`config.mk`:
```
export PLATFORM = sky130hd
export DESIGN_NAME = pipeline_hazard_ctrl
export DESIGN_NICKNAME = d
export VERILOG_FILES = /design/src/rtl/cpu_ctrl_pkg.sv /design/src/rtl/sat_counter.sv /design/src/rtl/pipeline_hazard_ctrl.sv
export SDC_FILE = /design/constraint.sdc
export NUM_CORES = 1
export LEC_CHECK = 0
export ABC_AREA = 1
export CORE_ASPECT_RATIO = 0.6
export CORE_UTILIZATION = 30
export DETAILED_ROUTE_END_ITERATION = 7
export PLACE_DENSITY = 0.59
export SETUP_SLACK_MARGIN = 0.4
export SLEW_MARGIN = 20
export SYNTH_ARGS = -nofsm -noshare
export SYNTH_HDL_FRONTEND = slang
export SYNTH_SLANG_ARGS = --single-unit
```
`constraint.sdc`:
```
create_clock -name clk -period 1.6 [get_ports clk]
set_input_delay 0.32 -clock clk [delete_from_list [all_inputs] [get_ports clk]]
set_output_delay 0.32 -clock clk [all_outputs]
set_load 0.03 [all_outputs]
```
`src/rtl/cpu_ctrl_pkg.sv`:
```
// Shared encodings and types for the pipeline control blocks.
package cpu_ctrl_pkg;

    localparam logic [1:0] FD_PASS  = 2'b00;
    localparam logic [1:0] FD_FLUSH = 2'b01;
    localparam logic [1:0] FD_ADV   = 2'b00;
    localparam logic [1:0] FD_HOLD  = 2'b01;

    typedef enum logic [1:0] {
        RUN,
        LOAD_STALL,
        BR_FLUSH
    } hz_state_t;

    function automatic int max2(input int a, input int b);
        return (a > b) ? a : b;
    endfunction

endpackage

```
`src/rtl/sat_counter.sv`:
```
// Saturating up-counter with increment enable and synchronous reset.
module sat_counter #(
    parameter int W = 16
) (
    input  logic         clk,
    input  logic         reset,
    input  logic         inc_i,
    output logic [W-1:0] count_o
);

    logic [W-1:0] count_q;
    logic [W-1:0] count_d;

    always_comb begin
        count_d = count_q;
        if (inc_i && !(&count_q)) begin
            count_d = count_q + W'(1);
        end
    end

    always_ff @(posedge clk) begin
        if (reset) begin
            count_q <= '0;
        end else begin
            count_q <= count_d;
        end
    end

    assign count_o = count_q;

endmodule

```
`src/rtl/pipeline_hazard_ctrl.sv`:
```
// Hazard/stall scheduler driving the fetch/decode and decode/execute
// pipeline registers: memory wait, taken branch and load-use.
module pipeline_hazard_ctrl
    import cpu_ctrl_pkg::*;
#(
    parameter int REG_W           = 4,
    parameter int BR_FLUSH_CYCLES = 2,
    parameter int LOAD_STALLS     = 2
) (
    input  logic             clk,
    input  logic             reset,
    input  logic [REG_W-1:0] id_rs1,
    input  logic [REG_W-1:0] id_rs2,
    input  logic             id_uses_rs1,
    input  logic             id_uses_rs2,
    input  logic [REG_W-1:0] ex_rd,
    input  logic             ex_is_load,
    input  logic             ex_branch_taken,
    input  logic             mem_req,
    input  logic             mem_ready,
    output logic [1:0]       flush_fd,
    output logic [1:0]       nop_fd,
    output logic             pc_en,
    output logic             flush_de,
    output logic             freeze,
    output logic [15:0]      stall_cycles
);

    localparam int CNT_MAX = max2(BR_FLUSH_CYCLES, LOAD_STALLS);
    localparam int CNT_W   = $clog2(CNT_MAX + 1);

    localparam logic [CNT_W-1:0] CNT_ONE = CNT_W'(1);
    localparam logic [CNT_W-1:0] BR_INIT = CNT_W'(BR_FLUSH_CYCLES - 1);
    localparam logic [CNT_W-1:0] LS_INIT = CNT_W'(LOAD_STALLS - 1);

    hz_state_t        state_q, state_d;
    logic [CNT_W-1:0] cnt_q, cnt_d;

    logic luh;
    logic mw;
    logic go_br;

    assign luh = ex_is_load && (ex_rd != '0) &&
                 ((id_uses_rs1 && (id_rs1 == ex_rd)) ||
                  (id_uses_rs2 && (id_rs2 == ex_rd)));

    assign mw = mem_req && !mem_ready;

    // Execute holds a bubble during a branch flush, so a branch there is stale.
    assign go_br = ex_branch_taken && (state_q != BR_FLUSH);

    always_comb begin
        state_d  = state_q;
        cnt_d    = cnt_q;
        flush_fd = FD_PASS;
        nop_fd   = FD_ADV;
        pc_en    = 1'b1;
        flush_de = 1'b0;
        freeze   = 1'b0;

        if (reset) begin
            state_d  = RUN;
            cnt_d    = '0;
            flush_fd = FD_FLUSH;
            pc_en    = 1'b0;
            flush_de = 1'b1;
        end else if (mw) begin
            freeze = 1'b1;
            nop_fd = FD_HOLD;
            pc_en  = 1'b0;
        end else if (go_br) begin
            flush_fd = FD_FLUSH;
            flush_de = 1'b1;
            if (BR_FLUSH_CYCLES > 1) begin
                state_d = BR_FLUSH;
                cnt_d   = BR_INIT;
            end else begin
                state_d = RUN;
                cnt_d   = '0;
            end
        end else begin
            unique case (state_q)
                RUN: begin
                    if (luh) begin
                        nop_fd   = FD_HOLD;
                        pc_en    = 1'b0;
                        flush_de = 1'b1;
                        if (LOAD_STALLS > 1) begin
                            state_d = LOAD_STALL;
                            cnt_d   = LS_INIT;
                        end
                    end
                end
                LOAD_STALL: begin
                    nop_fd   = FD_HOLD;
                    pc_en    = 1'b0;
                    flush_de = 1'b1;
                    cnt_d    = cnt_q - CNT_ONE;
                    if (cnt_q == CNT_ONE) begin
                        state_d = RUN;
                    end
                end
                BR_FLUSH: begin
                    flush_fd = FD_FLUSH;
                    flush_de = 1'b1;
                    cnt_d    = cnt_q - CNT_ONE;
                    if (cnt_q == CNT_ONE) begin
                        state_d = RUN;
                    end
                end
                default: begin
                    state_d = RUN;
                    cnt_d   = '0;
                end
            endcase
        end
    end

    always_ff @(posedge clk) begin
        if (reset) begin
            state_q <= RUN;
            cnt_q   <= '0;
        end else begin
            state_q <= state_d;
            cnt_q   <= cnt_d;
        end
    end

    sat_counter #(
        .W(16)
    ) u_stall_cnt (
        .clk    (clk),
        .reset  (reset),
        .inc_i  (!pc_en),
        .count_o(stall_cycles)
    );

endmodule
```
Yosys cells after proc, flatten, opt, wreduce, memory -nomap -nowiden
Index checks and enable logic that the tools add are counted.

storage, ports and cells
  register bits = 20
  bits of input ports = 20
  output and inout port bits = 23
  word-level logic and storage cells = 58

cells by class
  add/subtract/negate cells = 2
  eq/ne operators = 8
  muxes and demuxes = 27
  bitwise gates (word level) = 1
  reduce and logical (&&, ||, !) cells = 17

operators by type and width
  operator               number
  $mux 1                 18
  $add 16x1->16 const B  1
  $reduce_and 16->1      1
  $eq 4x4->1             2
  $mux 2                 4
  $pmux 2 s2             2
  $logic_and 1x1->1      7
  $pmux 1 s2             3
  $eq 2x1->1 const B     2
  $reduce_bool 4->1      1
  $logic_not 1->1        3
  $ne 3x1->1 const B     1
  $ne 3x3->1 const B     1
  $reduce_and 3->1       1
  $eq 2x2->1 const B     1
  $logic_not 2->1        1
  $ne 2x2->1 const B     1
  $reduce_and 2->1       1
  $reduce_or 2->1        1
  $sub 2x1->2 const B    1
  $logic_or 1x1->1       1
  $not 1->1              1

Longest topological paths before layout
  word-level depth = 11
  depth in mapped cells = 14
  depth with buffers taken out = 12

Hierarchy
A second synthesis with hierarchy kept.

second synthesis, totals
  cells, all modules = 244
  area total of the unflattened synthesis = 1544.0 um2

modules (own cells, without submodules)
  module                instances  cells an instance  area each (um2)  seq. area each (um2)
  sat_counter           1          146                978.4            320.3
  pipeline_hazard_ctrl  1          98                 565.5            80.1

Worst setup path after synthesis
No wires, ideal clock.

  path kind = reg-to-reg
  start point = register u_stall_cnt.count_q[1], in the netlist u_stall_cnt.count_o[1]
  end point = register u_stall_cnt.count_q[2], in the netlist u_stall_cnt.count_o[2]
  library setup time = 113 ps
  arrival = 1682 ps
  data required time = 1487 ps
  path slack = -195 ps
  cell stages (with the launch flop) = 10
  path buffers = 1
  clock period less this slack = 1795 ps
  cells stage by stage = dfxtp_1 ha_1 nand3_1 nor2_2 nand4_2 nand3_1 buf_4 nand2_1 nand2_1 nor2_1

on the way
  word-level cells in the longest chain between the ends = 3
  elaborated cells on any way between the ends = 4
  classes of those cells = add/sub (1); reduce/logical (3)

ends and longest elaborated chain
  item                                                   RTL line           RTL
  start: declaration                                     sat_counter.sv:11  logic [W-1:0] count_q;
  start signal: assignment                               sat_counter.sv:25  count_q <= count_d;
  branches (longest 3 deep; another with $add 16x1->16)  n/a

Several ways; the timed one is not identified.
A chain may end at the register's enable or synchronous reset.

Worst setup path after layout
  start point = register state_q[0]
  end point = output nop_fd[0]

on the way
  word-level cells in the longest chain between the ends = 5
  elaborated cells on any way between the ends = 8
  classes of those cells = eq/ne (2); mux (4); reduce/logical (2)

ends and longest elaborated chain
  item                                                    RTL line                                                RTL
  start: declaration                                      pipeline_hazard_ctrl.sv:36                              hz_state_t state_q, state_d;
  start signal: assignment                                pipeline_hazard_ctrl.sv:124                             state_q <= state_d;
  $eq 2x1->1 (tied with other cells)                      pipeline_hazard_ctrl.sv:82                              unique case (state_q)
  $pmux 1 s2 / $logic_and 1x1->1 (equally long branches)  pipeline_hazard_ctrl.sv:82, pipeline_hazard_ctrl.sv:50
  $mux 1 *                                                pipeline_hazard_ctrl.sv:71                              end else if (go_br) begin
  $mux 1 *                                                pipeline_hazard_ctrl.sv:67                              end else if (mw) begin
  $mux 1 *                                                pipeline_hazard_ctrl.sv:61                              if (reset) begin
  end: declaration                                        pipeline_hazard_ctrl.sv:22                              output logic [1:0] nop_fd,

Mark *: on every way between the ends. The rest lies on a longest branch, timed or not.

==> summary.json <==
{
  "grt_antenna_before_repair": {"value": 0},
  "synth_edf_count": {"value": 0},
  "power.density": {"value": 683.2, "unit": "nW/um^2"},
  "hold_viol_final": {"value": 0},
  "route.antenna.remaining_nets": {"value": 0},
  "rsz_0062_raised_after_global_routing": {"value": "true"},
  "synth_top_cell_area_share": {"value": 25.64, "unit": "%"},
  "fin_setup_tns": {"value": -0.9736, "unit": "ns"},
  "clock_path_buffers": {"value": 2},
  "worst_path_dominant_cell_family": {"value": "buffers and inverters"},
  "route.detailed.wl_per_inst": {"value": 11.72, "unit": "um"},
  "period_needed": {"value": 1.746, "unit": "ns"},
  "first_global_vias": {"value": 1698},
  "ir_worst_vdd": {"value": 0.0003898, "unit": "V"},
  "rows": {"value": 19},
  "crit_slowest_cell": {"value": "sky130_fd_sc_hd__dfxtp_4"},
  "nFillCells": {"value": 440},
  "hp-class": {"value": "in2reg"},
  "fin_nets": {"value": 370},
  "synth_cell_types": {"value": 29},
  "ys.flop_type": {"value": "sky130_fd_sc_hd__dfxtp_1"},
  "synth.area.top_cells": {"value": "sky130_fd_sc_hd__dfxtp_1 (26%), sky130_fd_sc_hd__nand2_1 (18%), sky130_fd_sc_hd__nor2_1 (11%)"},
  "top_level_ports": {"value": 43},
  "worst_hold_depth": {"value": 3},
  "globalRouteOverflowTotal": {"value": 0},
  "design.core.area": {"value": 4778, "unit": "sq um"},
  "grt_usage": {"value": 18.63, "unit": "%"},
  "failed_checks": {"value": "setup timing"},
  "final_setup_fails": {"value": 16},
  "cts_max_level": {"value": 1},
  "synth.top_cells.by_count": {"value": "sky130_fd_sc_hd__nand2_1 (74), sky130_fd_sc_hd__nor2_1 (44), sky130_fd_sc_hd__inv_1 (43)"},
  "dr_total_vias": {"value": 1842},
  "drt_first_iter_violations": {"value": 70},
  "path_max_fanout": {"value": 5},
  "clockRootBuffer": {"value": "sky130_fd_sc_hd__clkbuf_8"},
  "cts_made_buffers": {"value": 3},
  "drcViolationCount": {"value": 0},
  "firstDrtPassIters": {"value": 4},
  "worstSetupPathDepth": {"value": 8},
  "die_area": {"value": 5507, "unit": "sq um"},
  "critical_path_rt": {"value": 1.28, "unit": "ns"},
  "cp_bufs_invs": {"value": 4},
  "yosys_warnings": {"value": 0},
  "max_cap_viol_count": {"value": 0},
  "detailedPlace.worstSlack": {"value": -0.6654, "unit": "ns"},
  "netlist_area": {"value": 1561, "unit": "sq um"},
  "clkSinkCount": {"value": 20},
  "initial_core_util": {"value": 32.68, "unit": "%"},
  "cp_slowest_stage_delay": {"value": 0.36, "unit": "ns"},
  "finalWirelength": {"value": 4759, "unit": "um"},
  "p_leak": {"value": 1.300, "unit": "nW"},
  "grt_start_max_net_pins": {"value": 13},
  "fmax": {"value": 0.5727, "unit": "GHz"},
  "layout-drive-gt1-share": {"value": 48.98, "unit": "%"},
  "crit_path_cell_trace": {"value": "inv_4 -> ha_4 -> nor2_4 -> buf_4 -> inv_6 -> nand2_4 -> a21oi_4 -> buf_6"},
  "worst_setup_path_end_kind": {"value": "output pin"},
  "finalClockSkew": {"value": 0.002286, "unit": "ns"},
  "synthesis.instances": {"value": 266},
  "timing.setup.critical_path_class": {"value": "reg2out"},
  "clk_transition_reported_paths": {"value": 0.08, "unit": "ns"},
  "numPortBuffers": {"value": 40},
  "clkLatencyLatePin": {"value": 0.27, "unit": "ns"},
  "cts_tree": {"value": "yes"},
  "final_replace_weighted_congestion": {"value": 0.8207},
  "async_flop_share": {"value": 0, "unit": "%"},
  "avgViaCountPerCell": {"value": 4.537},
  "finalMaxSlewViolations": {"value": 0},
  "post-synth-top-count-cell": {"value": "sky130_fd_sc_hd__nand2_1"},
  "x_dimension_of_the_die": {"value": 95.14, "unit": "um"},
  "synth-seq-area-share": {"value": 25.64, "unit": "%"},
  "grt_pass1_wl": {"value": 7893, "unit": "um"},
  "post_synthesis_register_bit_count": {"value": 20},
  "final_critical_path_setup_slack": {"value": -0.1460, "unit": "ns"},
  "r2r.worst_path.cells": {"value": 13},
  "status": {"value": "finished, violations left"},
  "crit_arrival": {"value": 1.43, "unit": "ns"},
  "antenna_cells": {"value": 0},
  "vertical_extent_of_the_die": {"value": 57.89, "unit": "um"},
  "synth_area_per_cell": {"value": 5.870, "unit": "sq um"},
  "dp.final_hpwl": {"value": 3393, "unit": "um"},
  "yosysTopAreaCell": {"value": "sky130_fd_sc_hd__dfxtp_1"},
  "min_period_over_period": {"value": 109.1, "unit": "%"},
  "setup.worst_path.start_class": {"value": "register"},
  "areaGrowthSynthToFinish": {"value": 75.40, "unit": "%"}
}
==> cell families after synthesis <==
logic type / synth area share (%)
AND/OR/NAND/NOR: 46.88
other: 0.2402
adder cells (fa/ha/maj): 4.808
buffers and inverters: 15.86
flip-flops: 25.64
AO/OA/AOI/OAI: 3.766
XOR/XNOR: 2.804
==> metrics by stage <==
step / util [%] / instances / hold WS, ns / power [mW] / cell area [sq um]
after CTS: 50.59 / 392 / 0.4683 / 1.760 / 2417
after floorplan: - / 267 / 0.4392 / 1.069 / 1790
after global placement: 48.31 / 379 / 0.4568 / 1.297 / 2308
final: 57.32 / 406 / 0.4658 / 1.871 / 2739
after global routing: 57.32 / 406 / 0.4932 / 1.991 / 2739
after detailed placement: 48.31 / 379 / 0.4566 / 1.294 / 2308
==> power breakdown <==
part | internal, mW | leakage, nW | switching (mW) | total (mW)
Combinational | 0.429 | 1.10 | 0.479 | 0.909
Sequential | 0.545 | 0.172 | 0.0558 | 0.600
Clock | 0.172 | 0.0231 | 0.190 | 0.362
Total | 1.15 | 1.30 | 0.725 | 1.87
==> what timing repair did <==
item                       in CTS  in global routing
gates resized for setup       176                 76
buffers inserted                9                 14
setup endpoints to repair      41                 33
hold buffers                    0                  0
pin swaps                      35                 28
==> flip-flops by register name, summed over array words and instances (netlist names) <==
name                 count
cnt_q                    2
state_q                  2
u_stall_cnt.count_o     16
==> area by class of cell <==
class / count / area (sq um) / share of cell area (%)
clock buffer: 3 / 41.29 / 1.508
clock inverter: 1 / 3.754 / 0.1370
inverter: 48 / 221.5 / 8.086
multi-input combinational: 190 / 1266 / 46.23
sequential: 20 / 436.7 / 15.94
tap: 63 / 78.83 / 2.878
timing repair buffer: 81 / 690.7 / 25.22
==> final timing paths <==
kind	start	end	slack (ns)
setup / recovery	state_q[0]	nop_fd[0]	-0.15
hold / removal	reset	cnt_q[0]	0.47
setup reg to reg	state_q[0]	u_stall_cnt.count_o[3]	-0.08
hold reg to reg	cnt_q[1]	cnt_q[1]	0.47
==> cell usage in the layout (no fill, tap or decap), types with 2 or more instances in the layout <==
cell type                        n
sky130_fd_sc_hd__a21oi_2         2
sky130_fd_sc_hd__buf_2           8
sky130_fd_sc_hd__buf_4          39
sky130_fd_sc_hd__buf_6          23
sky130_fd_sc_hd__buf_8           2
sky130_fd_sc_hd__clkbuf_2        2
sky130_fd_sc_hd__clkbuf_4        3
sky130_fd_sc_hd__clkbuf_8        3
sky130_fd_sc_hd__clkinv_1        2
sky130_fd_sc_hd__conb_1          2
sky130_fd_sc_hd__dfxtp_1         3
sky130_fd_sc_hd__dfxtp_2        11
sky130_fd_sc_hd__dfxtp_4         6
sky130_fd_sc_hd__dlygate4sd2_1   3
sky130_fd_sc_hd__ha_1            2
sky130_fd_sc_hd__ha_4            4
sky130_fd_sc_hd__inv_1          33
sky130_fd_sc_hd__inv_2           4
sky130_fd_sc_hd__inv_4           4
sky130_fd_sc_hd__inv_6           2
sky130_fd_sc_hd__inv_8           2
sky130_fd_sc_hd__nand2_1        59
sky130_fd_sc_hd__nand2_2        12
sky130_fd_sc_hd__nand2_4         3
sky130_fd_sc_hd__nand3_1         9
sky130_fd_sc_hd__nand3_2        11
sky130_fd_sc_hd__nand3_4         3
sky130_fd_sc_hd__nand4_1        13
sky130_fd_sc_hd__nor2_1         33
sky130_fd_sc_hd__nor2_2          4
sky130_fd_sc_hd__nor2_4          8
sky130_fd_sc_hd__nor3_1          4
sky130_fd_sc_hd__nor3_4          3
sky130_fd_sc_hd__o21ai_1         2
sky130_fd_sc_hd__xor2_1          4
==> metal layers <==
metal | track usage [%] | vias up | part of all wire [%]
li1 | - | 983 | -
met2 | 24.90 | 42 | 39
met5 | 0 | - | 0
met1 | 29.07 | 812 | 54
met4 | 4.762 | 0 | 0.86
met3 | 4.462 | 5 | 6.0
==> worst register-to-register path, cell delays in order (launching register included) <==
cell and delay (ns):
sky130_fd_sc_hd__dfxtp_4 0.36, sky130_fd_sc_hd__buf_6 0.11, sky130_fd_sc_hd__ha_4 0.15, sky130_fd_sc_hd__inv_4 0.06
sky130_fd_sc_hd__nor2_4 0.03, sky130_fd_sc_hd__nor3_4 0.14, sky130_fd_sc_hd__nand2_4 0.10, sky130_fd_sc_hd__buf_4 0.14
sky130_fd_sc_hd__buf_6 0.12, sky130_fd_sc_hd__buf_8 0.14, sky130_fd_sc_hd__nand3_2 0.05, sky130_fd_sc_hd__nand2_1 0.05
sky130_fd_sc_hd__nand2_1 0.07, sky130_fd_sc_hd__nor2_1 0.05
(Power assumes the default switching activity.)
